`config.mk`:
```
export PLATFORM = sky130hd
export DESIGN_NAME = mux4_rr_arbiter
export DESIGN_NICKNAME = d
export VERILOG_FILES = /design/src/rtl/mux4_rr_arbiter.sv
export SDC_FILE = /design/constraint.sdc
export NUM_CORES = 1
export LEC_CHECK = 0
export BUFFER_PORTS_ARGS = -buffer_cell sky130_fd_sc_hd__buf_2
export CORE_UTILIZATION = 44
export CTS_CLUSTER_SIZE = 10
export DETAILED_ROUTE_END_ITERATION = 16
export GPL_TIMING_DRIVEN = 0
export PLACE_DENSITY = 0.77
export SLEW_MARGIN = 20
export SYNTH_ARGS = -nofsm -noshare
export SYNTH_HDL_FRONTEND = slang
export SYNTH_SLANG_ARGS = --single-unit
```
`constraint.sdc`:
```
create_clock -name clk -period 3.2 [get_ports clk]
set_clock_uncertainty 0.2 [all_clocks]
set_input_delay 0.48 -clock clk [delete_from_list [all_inputs] [get_ports clk]]
set_output_delay 0.48 -clock clk [all_outputs]
set_load 0.05 [all_outputs]
```
`src/rtl/mux4_rr_arbiter.sv`:
```
// -----------------------------------------------------------------------------
// mux4_rr_arbiter
//   Round-robin arbiter / sequencer sharing one WIDTH-bit datapath between
//   four valid/ready requesters. The winning requester's word is registered
//   onto a single valid/ready output port. A burst (beats until in_last)
//   keeps the grant until its last beat has been transferred.
//
// Ports
//   clk        in   1      clock, all state on rising edge
//   rst_n      in   1      asynchronous active-low reset
//   in_valid   in   4      per-requester valid, bit i = requester i
//   in_data0-3 in   WIDTH  per-requester data
//   in_last    in   4      per-requester last-beat-of-burst flag
//   in_ready   out  4      per-requester ready (combinational, one-hot or 0)
//   out_valid  out  1      registered output valid
//   out_data   out  WIDTH  registered selected data
//   out_last   out  1      registered last flag of the beat on out_data
//   out_sel    out  2      requester that supplied out_data
//   out_ready  in   1      downstream ready
//   locked     out  1      high while a burst is in progress
// -----------------------------------------------------------------------------
module mux4_rr_arbiter #(
    parameter int WIDTH = 8
) (
    input  logic             clk,
    input  logic             rst_n,
    input  logic [3:0]       in_valid,
    input  logic [WIDTH-1:0] in_data0,
    input  logic [WIDTH-1:0] in_data1,
    input  logic [WIDTH-1:0] in_data2,
    input  logic [WIDTH-1:0] in_data3,
    input  logic [3:0]       in_last,
    output logic [3:0]       in_ready,
    output logic             out_valid,
    output logic [WIDTH-1:0] out_data,
    output logic             out_last,
    output logic [1:0]       out_sel,
    input  logic             out_ready,
    output logic             locked
);

    localparam logic [0:0] IDLE   = 1'b0;
    localparam logic [0:0] LOCKED = 1'b1;

    logic [0:0]       state_r;
    logic [0:0]       state_n_s;
    logic [1:0]       prio_ptr_r;
    logic [1:0]       prio_ptr_n_s;
    logic [1:0]       grant_q_r;
    logic [1:0]       grant_q_n_s;

    logic             out_valid_r;
    logic [WIDTH-1:0] out_data_r;
    logic             out_last_r;
    logic [1:0]       out_sel_r;

    logic [1:0]       arb_idx_s;
    logic [1:0]       idx_v_s;
    logic [1:0]       cur_s;
    logic             locked_s;
    logic             can_load_s;
    logic             xfer_s;
    logic [WIDTH-1:0] sel_data_s;
    logic             sel_last_s;
    logic [3:0]       in_ready_s;

    assign locked_s   = (state_r == LOCKED);
    assign can_load_s = ~out_valid_r | out_ready;

    // Cyclic search from prio_ptr; walking offsets high-to-low lets the
    // lowest offset with a valid request overwrite the others.
    always_comb begin
        arb_idx_s = 2'd0;
        idx_v_s   = 2'd0;
        for (int k = 3; k >= 0; k--) begin
            idx_v_s   = prio_ptr_r + 2'(k);
            arb_idx_s = in_valid[idx_v_s] ? idx_v_s : arb_idx_s;
        end
    end

    assign cur_s = locked_s ? grant_q_r : arb_idx_s;

    // Ready to the current requester only; during a burst the owner sees
    // ready even without valid so bubbles never release the grant.
    always_comb begin
        in_ready_s = 4'b0000;
        for (int i = 0; i < 4; i++) begin
            in_ready_s[i] = rst_n & can_load_s & (cur_s == 2'(i)) &
                            (locked_s | in_valid[i]);
        end
    end

    assign in_ready = in_ready_s;
    assign xfer_s   = in_valid[cur_s] & in_ready_s[cur_s];

    // Data/last mux for the current requester; other inputs never propagate.
    always_comb begin
        sel_data_s = '0;
        sel_last_s = 1'b0;
        case (cur_s)
            2'd0: begin sel_data_s = in_data0; sel_last_s = in_last[0]; end
            2'd1: begin sel_data_s = in_data1; sel_last_s = in_last[1]; end
            2'd2: begin sel_data_s = in_data2; sel_last_s = in_last[2]; end
            2'd3: begin sel_data_s = in_data3; sel_last_s = in_last[3]; end
            default: begin sel_data_s = '0; sel_last_s = 1'b0; end
        endcase
    end

    // Next-state logic for burst locking and round-robin pointer rotation.
    always_comb begin
        state_n_s    = state_r;
        prio_ptr_n_s = prio_ptr_r;
        grant_q_n_s  = grant_q_r;
        case (state_r)
            IDLE: begin
                if (xfer_s && sel_last_s) begin
                    prio_ptr_n_s = cur_s + 2'd1;
                end else if (xfer_s) begin
                    state_n_s   = LOCKED;
                    grant_q_n_s = cur_s;
                end else begin
                    state_n_s = IDLE;
                end
            end
            LOCKED: begin
                if (xfer_s && sel_last_s) begin
                    state_n_s    = IDLE;
                    prio_ptr_n_s = grant_q_r + 2'd1;
                end else begin
                    state_n_s = LOCKED;
                end
            end
            default: begin
                state_n_s = IDLE;
            end
        endcase
    end

    // Arbitration state registers.
    always_ff @(posedge clk or negedge rst_n) begin
        if (!rst_n) begin
            state_r    <= IDLE;
            prio_ptr_r <= 2'd0;
            grant_q_r  <= 2'd0;
        end else begin
            state_r    <= state_n_s;
            prio_ptr_r <= prio_ptr_n_s;
            grant_q_r  <= grant_q_n_s;
        end
    end

    // Single output register: load on transfer, drain when accepted.
    always_ff @(posedge clk or negedge rst_n) begin
        if (!rst_n) begin
            out_valid_r <= 1'b0;
            out_data_r  <= '0;
            out_last_r  <= 1'b0;
            out_sel_r   <= 2'd0;
        end else if (xfer_s) begin
            out_valid_r <= 1'b1;
            out_data_r  <= sel_data_s;
            out_last_r  <= sel_last_s;
            out_sel_r   <= cur_s;
        end else if (out_valid_r && out_ready) begin
            out_valid_r <= 1'b0;
        end else begin
            out_valid_r <= out_valid_r;
        end
    end

    assign out_valid = out_valid_r;
    assign out_data  = out_data_r;
    assign out_last  = out_last_r;
    assign out_sel   = out_sel_r;
    assign locked    = locked_s;

endmodule

```
---- Word level (Yosys, flattened, before mapping) ----
Index checks and enable logic that the tools add are counted.
word-level totals
  register bits ........................... 17
operators by class
  $add $sub $neg .......................... 5
  magnitude comparators ................... 5
  equality and inequality tests ........... 5
  multiplexer cells ....................... 28
  bitwise gates (word level) .............. 18
  reductions and logical operators ........ 6
operators by type and width
  cell                                                                     number
  8-bit one-hot mux with 4 select lines                                    1
  2-bit by 3-bit < comparator with 1-bit output, second input constant     5
  2-bit two-way mux                                                        7
  1-bit binary-select mux with 2-bit select                                6
  1-bit two-way mux                                                        11
  1-bit AND                                                                10
  2-bit by 1-bit adder with 2-bit output, second input constant            3
  1-bit bitwise OR                                                         5
  2-bit adder, second input constant                                       2
  2-bit == test, second input constant                                     2
  1-bit one-hot mux with 4 select lines                                    1
  2-bit one-hot mux with 2 select lines                                    1
  1-bit NOT                                                                3
  3-bit AND reduction                                                      1
  2-bit by 1-bit == test with 1-bit output, second input constant          1
  1-bit logical AND                                                        2
  2-bit logical NOT                                                        1
  2-bit by 1-bit inequality test with 1-bit output, second input constant  1
  2-bit inequality test, second input constant                             1
  1-bit one-hot mux with 2 select lines                                    1
  2-bit AND reduction                                                      1
  2-bit nonzero test                                                       1

---- Depth between registers and ports, before layout ----
Gate-level depths: netlist of the first run.
  depth in word-level cells ............... 17
  mapped depth ............................ 14
  mapped depth without buffers ............ 12

---- Least setup slack after synthesis of the first run ----
Ideal clock, no wire load.
  path type ............................... register to output
  start point ............................. reg state_r, in the netlist locked
  end point ............................... out in_ready[2]
  arrival time ............................ 2517 ps
  slack ................................... 3 ps
  cell stages (with the launch flop) ...... 7
  cell sequence ........................... dfrtp_1 -> inv_1 -> o22ai_2 -> ha_1 -> clkbuf_1 -> o21ai_0 -> nor2_1
between the ends
  word-level cells in the longest chain between the ends .. 4
  elaborated cells on any way between the ends .. 5
  those cells by class .................... 1 x eq/ne; 1 x mux; 3 x bitwise
RTL lines
  what                    line  text
  start, declared         45    logic [0:0] state_r;
  start signal, assigned  146   state_r <= state_n_s;
  2-bit two-way mux       81    assign cur_s = locked_s ? grant_q_r : arb_idx_s;
  2-bit == test           88    in_ready_s[i] = rst_n & can_load_s & (cur_s == 2'(i)) &
  1-bit AND               88
  1-bit AND (*)           88
  end, declared           33    output logic [3:0] in_ready,
Mark *: on every way between the ends. The rest lies on a longest branch, timed or not.

---- Worst setup path in the final report of the first run ----
  start point ............................. reg prio_ptr_r[1]
  end point ............................... out in_ready[3]
between the ends
  word-level cells in the longest chain between the ends .. 11
  elaborated cells on any way between the ends .. 19
  those cells by class .................... 3 x add/sub; 1 x eq/ne; 13 x mux; 2 x bitwise
RTL lines
  what                                       line  text
  start, declared                            47    logic [1:0] prio_ptr_r;
  start signal, assigned                     147   prio_ptr_r <= prio_ptr_n_s;
  2-bit adder                                76    idx_v_s = prio_ptr_r + 2'(k);
  1-bit binary-select mux with 2-bit select  77    arb_idx_s = in_valid[idx_v_s] ? idx_v_s : arb_idx_s;
  1-bit two-way mux (not written as such)    77
  2-bit two-way mux (3 in series)            77
  2-bit two-way mux (*)                      77
  2-bit two-way mux (*)                      81
  named net cur_s[0]                         59    logic [1:0] cur_s;
  2-bit == test (*)                          88
  1-bit AND (*) (2 in series)                88
The timed path passes the listed nets; every way through them passes the cells marked *. The select of a mux whose other input is x is not followed.

==> impl_metrics.py, run 1 <==
metrics = {
    "clock_tree": {
        "cts-root-buf": "clkbuf_4",
        "htree_levels": 1,
        "cts_buffer_depth": 2,
        "cts_buffers": 3,
        "clk_latency_ns": 0.28,
        "clkSlewWorstSetupHoldPaths_ns": 0.09,
        "cts_tree": "done",
        "cts.sinks": 17,
    },
    "drt": {
        "wl_met2_um": 1820,
        "wl_met3_um": 210,
        "wirelength_um": 3440,
        "drt-vias-per-instance": 5.66,
        "drc_errors": 0,
        "drtAntennaViolNets": 0,
        "vias": 1331,
        "drt-met1-wl_um": 1400,
        "wl_per_cell_um": 14.7,
        "first_iter_violations": 52,
        "drtPass1Iterations": 5,
        "top_layer": "met4",
    },
    "logic_synthesis": {
        "synthArstFlopShare": 1.00,
        "ys_seq_area_frac": 0.374,
        "ys.flop_type": "dfrtp_1",
        "yosysUniqueCellTypes": 28,
        "synth.cell_area_mm2": 0.00114,
        "synth.net_count": 186,
        "ys_ff_latch": 17,
        "synth-edff-count": 0,
        "synth_area_leaders": "dfrtp_1, a222oi_1, a21oi_1, o21ai_0, nand2_1",
        "synth_top_area_cell": "dfrtp_1",
        "syn_area_per_cell_um2": 8.24,
        "synth_top_area_frac": 0.374,
        "yosysWarnings": 0,
        "postSynthCellCount": 138,
    },
    "worst_setup_path": {
        "startpoint": "prio_ptr_r[1]",
        "startpoint_type": "register",
        "crit_chain": "nand2_1 -> nand3_1 -> a21oi_1 -> o22ai_4 -> inv_1 -> ha_1 -> clkbuf_2 -> o21ai_0 -> nor2_1 -> buf_2",
        "worstPathRequired_ns": 2.52,
        "path_delay_family": "buffers and inverters",
        "critPathMaxStageDelay_ns": 0.45,
        "critPathBufInv": 3,
        "critPathSlowestCell": "dfrtp_2",
        "crit_path_end_kind": "output port",
        "critical_path_class": "register to output port",
        "rr_startpoint": "prio_ptr_r[1]",
        "crit_arrival_ns": 2.35,
        "cp_max_fo": 10,
    },
    "floorplan": {
        "io_pins": 60,
        "num_rows": 18,
        "start_util": 0.463,
        "die_h_um": 52.8,
        "dieWidth_um": 52.8,
        "core_mm2": 0.00245,
        "dieArea_mm2": 0.00279,
    },
    "placement": {
        "dp.cells": 227,
        "placement.io_buffers": 59,
        "hpwl_um": 2600,
        "gp_congestion": 0.902,
        "dp_slack_ns": -0.478,
    },
    "finish": {
        "drive_gt1_frac": 0.395,
        "synthToLayoutAreaGrowth_pct": 38.8,
        "final_nets": 254,
        "antenna_cells": 0,
        "stdcell_count": 235,
    },
    "flow_run": {
        "drv_cap": 0,
    },
    "worst_hold_path": {
        "hold_start": "out_data[7]",
        "hold_class": "register to register",
    },
    "timing": {
        "fin_crit_sh": 0.948,
        "slew_violations": 0,
        "setup_viol": 0,
        "fmax_mhz": 330,
        "slew_headroom": 0.693,
        "worstMarginPinSlew_ns": 0.461,
        "layout_setup_ws_ns": 0.165,
        "min_period_ns": 3.03,
        "final_hold_viol_count": 0,
    },
    "grt": {
        "grt_use_total": 0.245,
        "grt-ovfl-total": 0,
        "grt_max_degree": 21,
        "grt_pass1_wl_um": 5040,
        "grt_antenna_before_repair": 0,
        "grt_pass1_vias": 1236,
    },
    "power": {
        "p_leak_nw": 0.824,
        "peakVddDrop_v": 0.000722,
        "powerDensity_mw_per_mm2": 898,
    },
    "status": {
        "status": "complete, no violations",
    },
}
power by group:
| group | leakage (nW) | internal [mW] | switching (mW) |
|---|---|---|---|
| Sequential | 0.218 | 0.295 | 0.0633 |
| Combinational | 0.591 | 0.301 | 0.649 |
| Clock | 0.0150 | 0.0484 | 0.0609 |
Yosys cell counts (all sizes together), types with 2 or more instances:
library cell	n
nand2	18
a21oi	17
dfrtp	17
o21ai	17
nor2	15
a222oi	9
inv	7
clkbuf	5
ha	5
mux2i	5
nand3	4
nand2b	3
a31oi	2
buf	2
final timing paths:
kind	depth (start not counted)	end	slack (ns)
max in group asynchronous	2	prio_ptr_r[1]	2.03
min in group asynchronous	2	out_data[1]	0.45
setup reg to reg	12	prio_ptr_r[1]	0.17
hold / removal	2	out_data[7]	0.28
hold reg to reg	2	out_data[7]	0.28
setup / recovery	10	in_ready[3]	0.17
placed cells by master, fill, tap and decap left out, types with 2 or more instances in the layout:
| cell | Yosys | routed |
|---|---|---|
| clkbuf_2 | 0 | 3 |
| nor2_1 | 15 | 15 |
| nand3_1 | 4 | 4 |
| a21oi_1 | 17 | 16 |
| o21ai_0 | 15 | 13 |
| buf_2 | 2 | 58 |
| nand2_1 | 18 | 18 |
| a222oi_1 | 9 | 9 |
| clkbuf_1 | 5 | 3 |
| o21ai_1 | 0 | 2 |
| buf_4 | 0 | 3 |
| a31oi_1 | 2 | 2 |
| clkbuf_4 | 0 | 6 |
| dfrtp_2 | 0 | 2 |
| mux2i_1 | 5 | 4 |
| dfrtp_1 | 17 | 15 |
| ha_1 | 5 | 5 |
| nand2b_1 | 3 | 3 |
| inv_1 | 6 | 6 |
layer usage:
layer / up-vias / global-route usage
li1: 637 / -
met1: 631 / 0.254
met2: 61 / 0.466
met3: 2 / 0.0551
met4: 0 / 0.0965
met5: - / 0
metrics by stage:
step	util	cell area [µm²]	hold WS [ns]	power [mW]	setup TNS [ns]
2_1_floorplan	-	1140	-0.0156	1.00	0
3_3_place_gp	0.599	1470	0.239	1.20	-4.00
3_5_place_dp	0.599	1470	0.242	1.24	-5.82
4_1_cts	0.629	1540	0.288	1.39	0
5_1_grt	0.643	1580	0.301	1.51	-0.000779
6_report	0.643	1580	0.284	1.42	0
state kept, by name (all words and copies together), names as in the netlist:
name / cells
grant_q_r: 2
locked: 1
out_data: 8
out_last: 1
out_sel: 2
out_valid: 1
prio_ptr_r: 2
cell type report:
class,instances,area [µm²]
timing repair buffer,63,330
inverter,7,26.3
fill,212,876
buffer,7,37.5
tap,30,37.5
sequential,17,428
clock buffer,4,26.3
multi-input combinational,107,693
cell families after synthesis:
| kind of cell | after synthesis | synth area share |
|---|---|---|
| flops | 17 | 0.374 |
| fa+ha+maj | 5 | 0.0550 |
| compound gates | 51 | 0.292 |
| buf+inv | 14 | 0.0484 |
| mux | 6 | 0.0572 |
| simple gates | 45 | 0.174 |
what timing repair did:
item | in CTS | in global routing
pin swaps | 1 | 1
gates resized for setup | 5 | 11
cloned | 0 | 0
buffers inserted | 3 | 0
hold buffers | 1 | 0
hold endpoints to repair | 17 | 0
endpoints found under the setup margin | 17 | 17
worst reg2reg max path: cells and delay by family, from the launching register on:
kind	cells	cell delay, ns
multiplexers	2	0.43
AO/OA/AOI/OAI	3	0.65
buffers and inverters	2	0.38
adder cells (fa/ha/maj)	1	0.19
flip-flops	1	0.45
AND/OR/NAND/NOR	4	0.61
(Power assumes the default switching activity.)
==> run 2, diff against run 1 <==
--- a/config.mk
+++ b/config.mk
@@ -6,11 +6,12 @@
 export NUM_CORES = 1
 export LEC_CHECK = 0
 export BUFFER_PORTS_ARGS = -buffer_cell sky130_fd_sc_hd__buf_2
-export CORE_UTILIZATION = 44
+export CORE_UTILIZATION = 46
+export CTS_BUF_LIST = sky130_fd_sc_hd__clkbuf_4
 export CTS_CLUSTER_SIZE = 10
 export DETAILED_ROUTE_END_ITERATION = 16
 export GPL_TIMING_DRIVEN = 0
-export PLACE_DENSITY = 0.77
+export PLACE_DENSITY = 0.8
 export SLEW_MARGIN = 20
 export SYNTH_ARGS = -nofsm -noshare
 export SYNTH_HDL_FRONTEND = slang
==> run 2 against run 1 <==
  * Sequential power down 1%
  * Cell area barely moved
  * Combinational power is 2% lower
  * Register-to-register slack hardly changed
  * Total power fell by 0.23%
  * Sequential cell count stayed put
  * Setup slack better by 0.013 ns
  * Clock power grew 19%
  * Final cell count shrank 1.3%
  * Critical path depth fell by 1
  * Die area fell by 4.2%
  * Critical endpoint is now in_ready[2]
  * Largest cell class unchanged
  * Largest power group unchanged
  * Highest routed layer unchanged
==> impl_metrics.py, run 2 (same netlist as run 1, synthesis figures left out) <==
metrics = {
    "drt": {
        "drt-vias-per-instance": 5.71,
        "first_iter_violations": 75,
        "wirelength_um": 3250,
        "wl_per_cell_um": 14.0,
        "drtPass1Iterations": 7,
        "vias": 1324,
        "drtAntennaViolNets": 0,
        "drc_errors": 0,
    },
    "finish": {
        "antenna_cells": 0,
        "most-common-layout-cells": "buf_2, nand2_1, a21oi_1, dfrtp_1, nor2_1",
        "final_nets": 253,
        "drive_gt1_frac": 0.402,
        "synthToLayoutAreaGrowth_pct": 38.9,
        "mostFrequentLayoutCell": "buf_2",
        "largest_reg_flops": 8,
        "finalInstanceArea_mm2": 0.00158,
        "stdcell_count": 232,
    },
    "timing": {
        "layout_setup_ws_ns": 0.178,
        "slew_headroom": 0.710,
        "min_period_ns": 3.02,
        "final_hold_viol_count": 0,
        "worstMarginPinSlew_ns": 0.435,
        "setup_viol": 0,
        "fin_crit_sh": 0.944,
        "rsz0062_at_grt": "no",
        "slew_violations": 0,
        "fmax_mhz": 331,
    },
    "clock_tree": {
        "htree_levels": 1,
        "cts_tree": "done",
        "cts_buffer_depth": 2,
        "cts-root-buf": "clkbuf_4",
        "clk_latency_ns": 0.30,
        "clkSlewWorstSetupHoldPaths_ns": 0.10,
        "cts_buffers": 3,
        "cts.sinks": 17,
    },
    "floorplan": {
        "dieWidth_um": 51.7,
        "dieArea_mm2": 0.00268,
        "core_mm2": 0.00228,
        "io_pins": 60,
        "num_rows": 17,
        "start_util": 0.500,
        "die_h_um": 51.7,
    },
    "worst_setup_path": {
        "rr_startpoint": "prio_ptr_r[0]",
        "startpoint_type": "register",
        "critical_path_class": "register to output port",
        "worstRegToRegCells": 13,
        "crit_arrival_ns": 2.34,
        "r2r_end": "out_data[7]",
        "crit_path_end_kind": "output port",
        "rrSetupSlack_ns": 0.18,
        "cp_max_fo": 10,
        "worstPathRequired_ns": 2.52,
    },
    "placement": {
        "place_area_mm2": 0.00147,
        "dp.cells": 225,
        "dp_slack_ns": -0.416,
        "placement.io_buffers": 59,
        "gp_congestion": 0.899,
        "hpwl_um": 2420,
    },
    "grt": {
        "grt_use_total": 0.268,
        "grt_pass1_wl_um": 5340,
        "grt_max_degree": 21,
        "grt-ovfl-total": 0,
        "grt_antenna_before_repair": 0,
        "grt_pass1_vias": 1235,
    },
    "power": {
        "p_leak_nw": 0.823,
        "powerDensity_mw_per_mm2": 895,
        "peakVddDrop_v": 0.000515,
        "total_power_mw": 1.41,
    },
    "worst_hold_path": {
        "hold_class": "input port to register",
        "hold_end": "out_data[1]",
        "hold_start": "in_data0[1]",
        "whs_path_depth": 3,
    },
    "flow_run": {
        "drv_cap": 0,
    },
    "status": {
        "status": "complete, no violations",
    },
}
[run 2: cell types whose count changed in the layout (fill, tap and decap cells not counted), sizes merged]
cell,delta
clkbuf,-1
[run 2: critical path, stage by stage (launching register included)]
cell      delay [ns]
dfrtp_1         0.47
and2b_1         0.20
o21ai_2         0.18
o21ai_4         0.13
inv_1           0.17
ha_1            0.19
clkbuf_2        0.24
o21ai_0         0.12
nor2_1          0.09
clkbuf_4        0.23
[run 2: routing by layer]
metal  up-vias  wire length, µm  track usage
met5         -                0            0
met4         0               62        0.126
met3         8              263       0.0556
met2        77             1540        0.433
met1       601             1380        0.341
li1        638                -            -
[run 2: worst max-delay path by stage]
stage | end | from | cells after the start | slack (ns)
finish | in_ready[2] | prio_ptr_r[0] | 9 | 0.18
global route | out_data[0] | prio_ptr_r[0] | 13 | 0.00005
CTS | out_data[0] | prio_ptr_r[1] | 14 | 0.04
detailed placement | out_data[0] | in_valid[0] | 14 | -0.42
global placement | prio_ptr_r[1] | in_valid[0] | 12 | -0.31
floorplan | in_ready[2] | locked | 6 | 0.003
[run 2: area by class of cell]
type | instances | area, µm²
inverters | 7 | 26.3
well taps | 28 | 35.0
plain buffers | 7 | 37.5
repair buffers | 62 | 323
multi-input cells | 107 | 702
clock buffers | 4 | 30.0
fillers | 189 | 696
flip-flops and latches | 17 | 427
[run 2: what timing repair did]
action / CTS / global route
resized for setup: 4 / 14
hold endpoints to repair: 17 / 0
hold buffers: 1 / 0
buffers inserted: 2 / 0
setup endpoints to repair: 17 / 17
pin swaps: 1 / 1
[run 2: report_power, final]
group | switching [mW] | internal (mW) | leakage [nW]
sequential | 0.0607 | 0.294 | 0.220
combinational | 0.631 | 0.299 | 0.585
clock | 0.0725 | 0.0571 | 0.0184
[run 2: through the flow]
stage               setup TNS (ns)  hold slack [ns]  utilization
finish                           0            0.266        0.694
floorplan                        0          -0.0156            -
global route                     0            0.275        0.694
CTS                              0            0.260        0.674
global placement             -3.49            0.239        0.645
detailed placement           -5.08            0.242        0.645
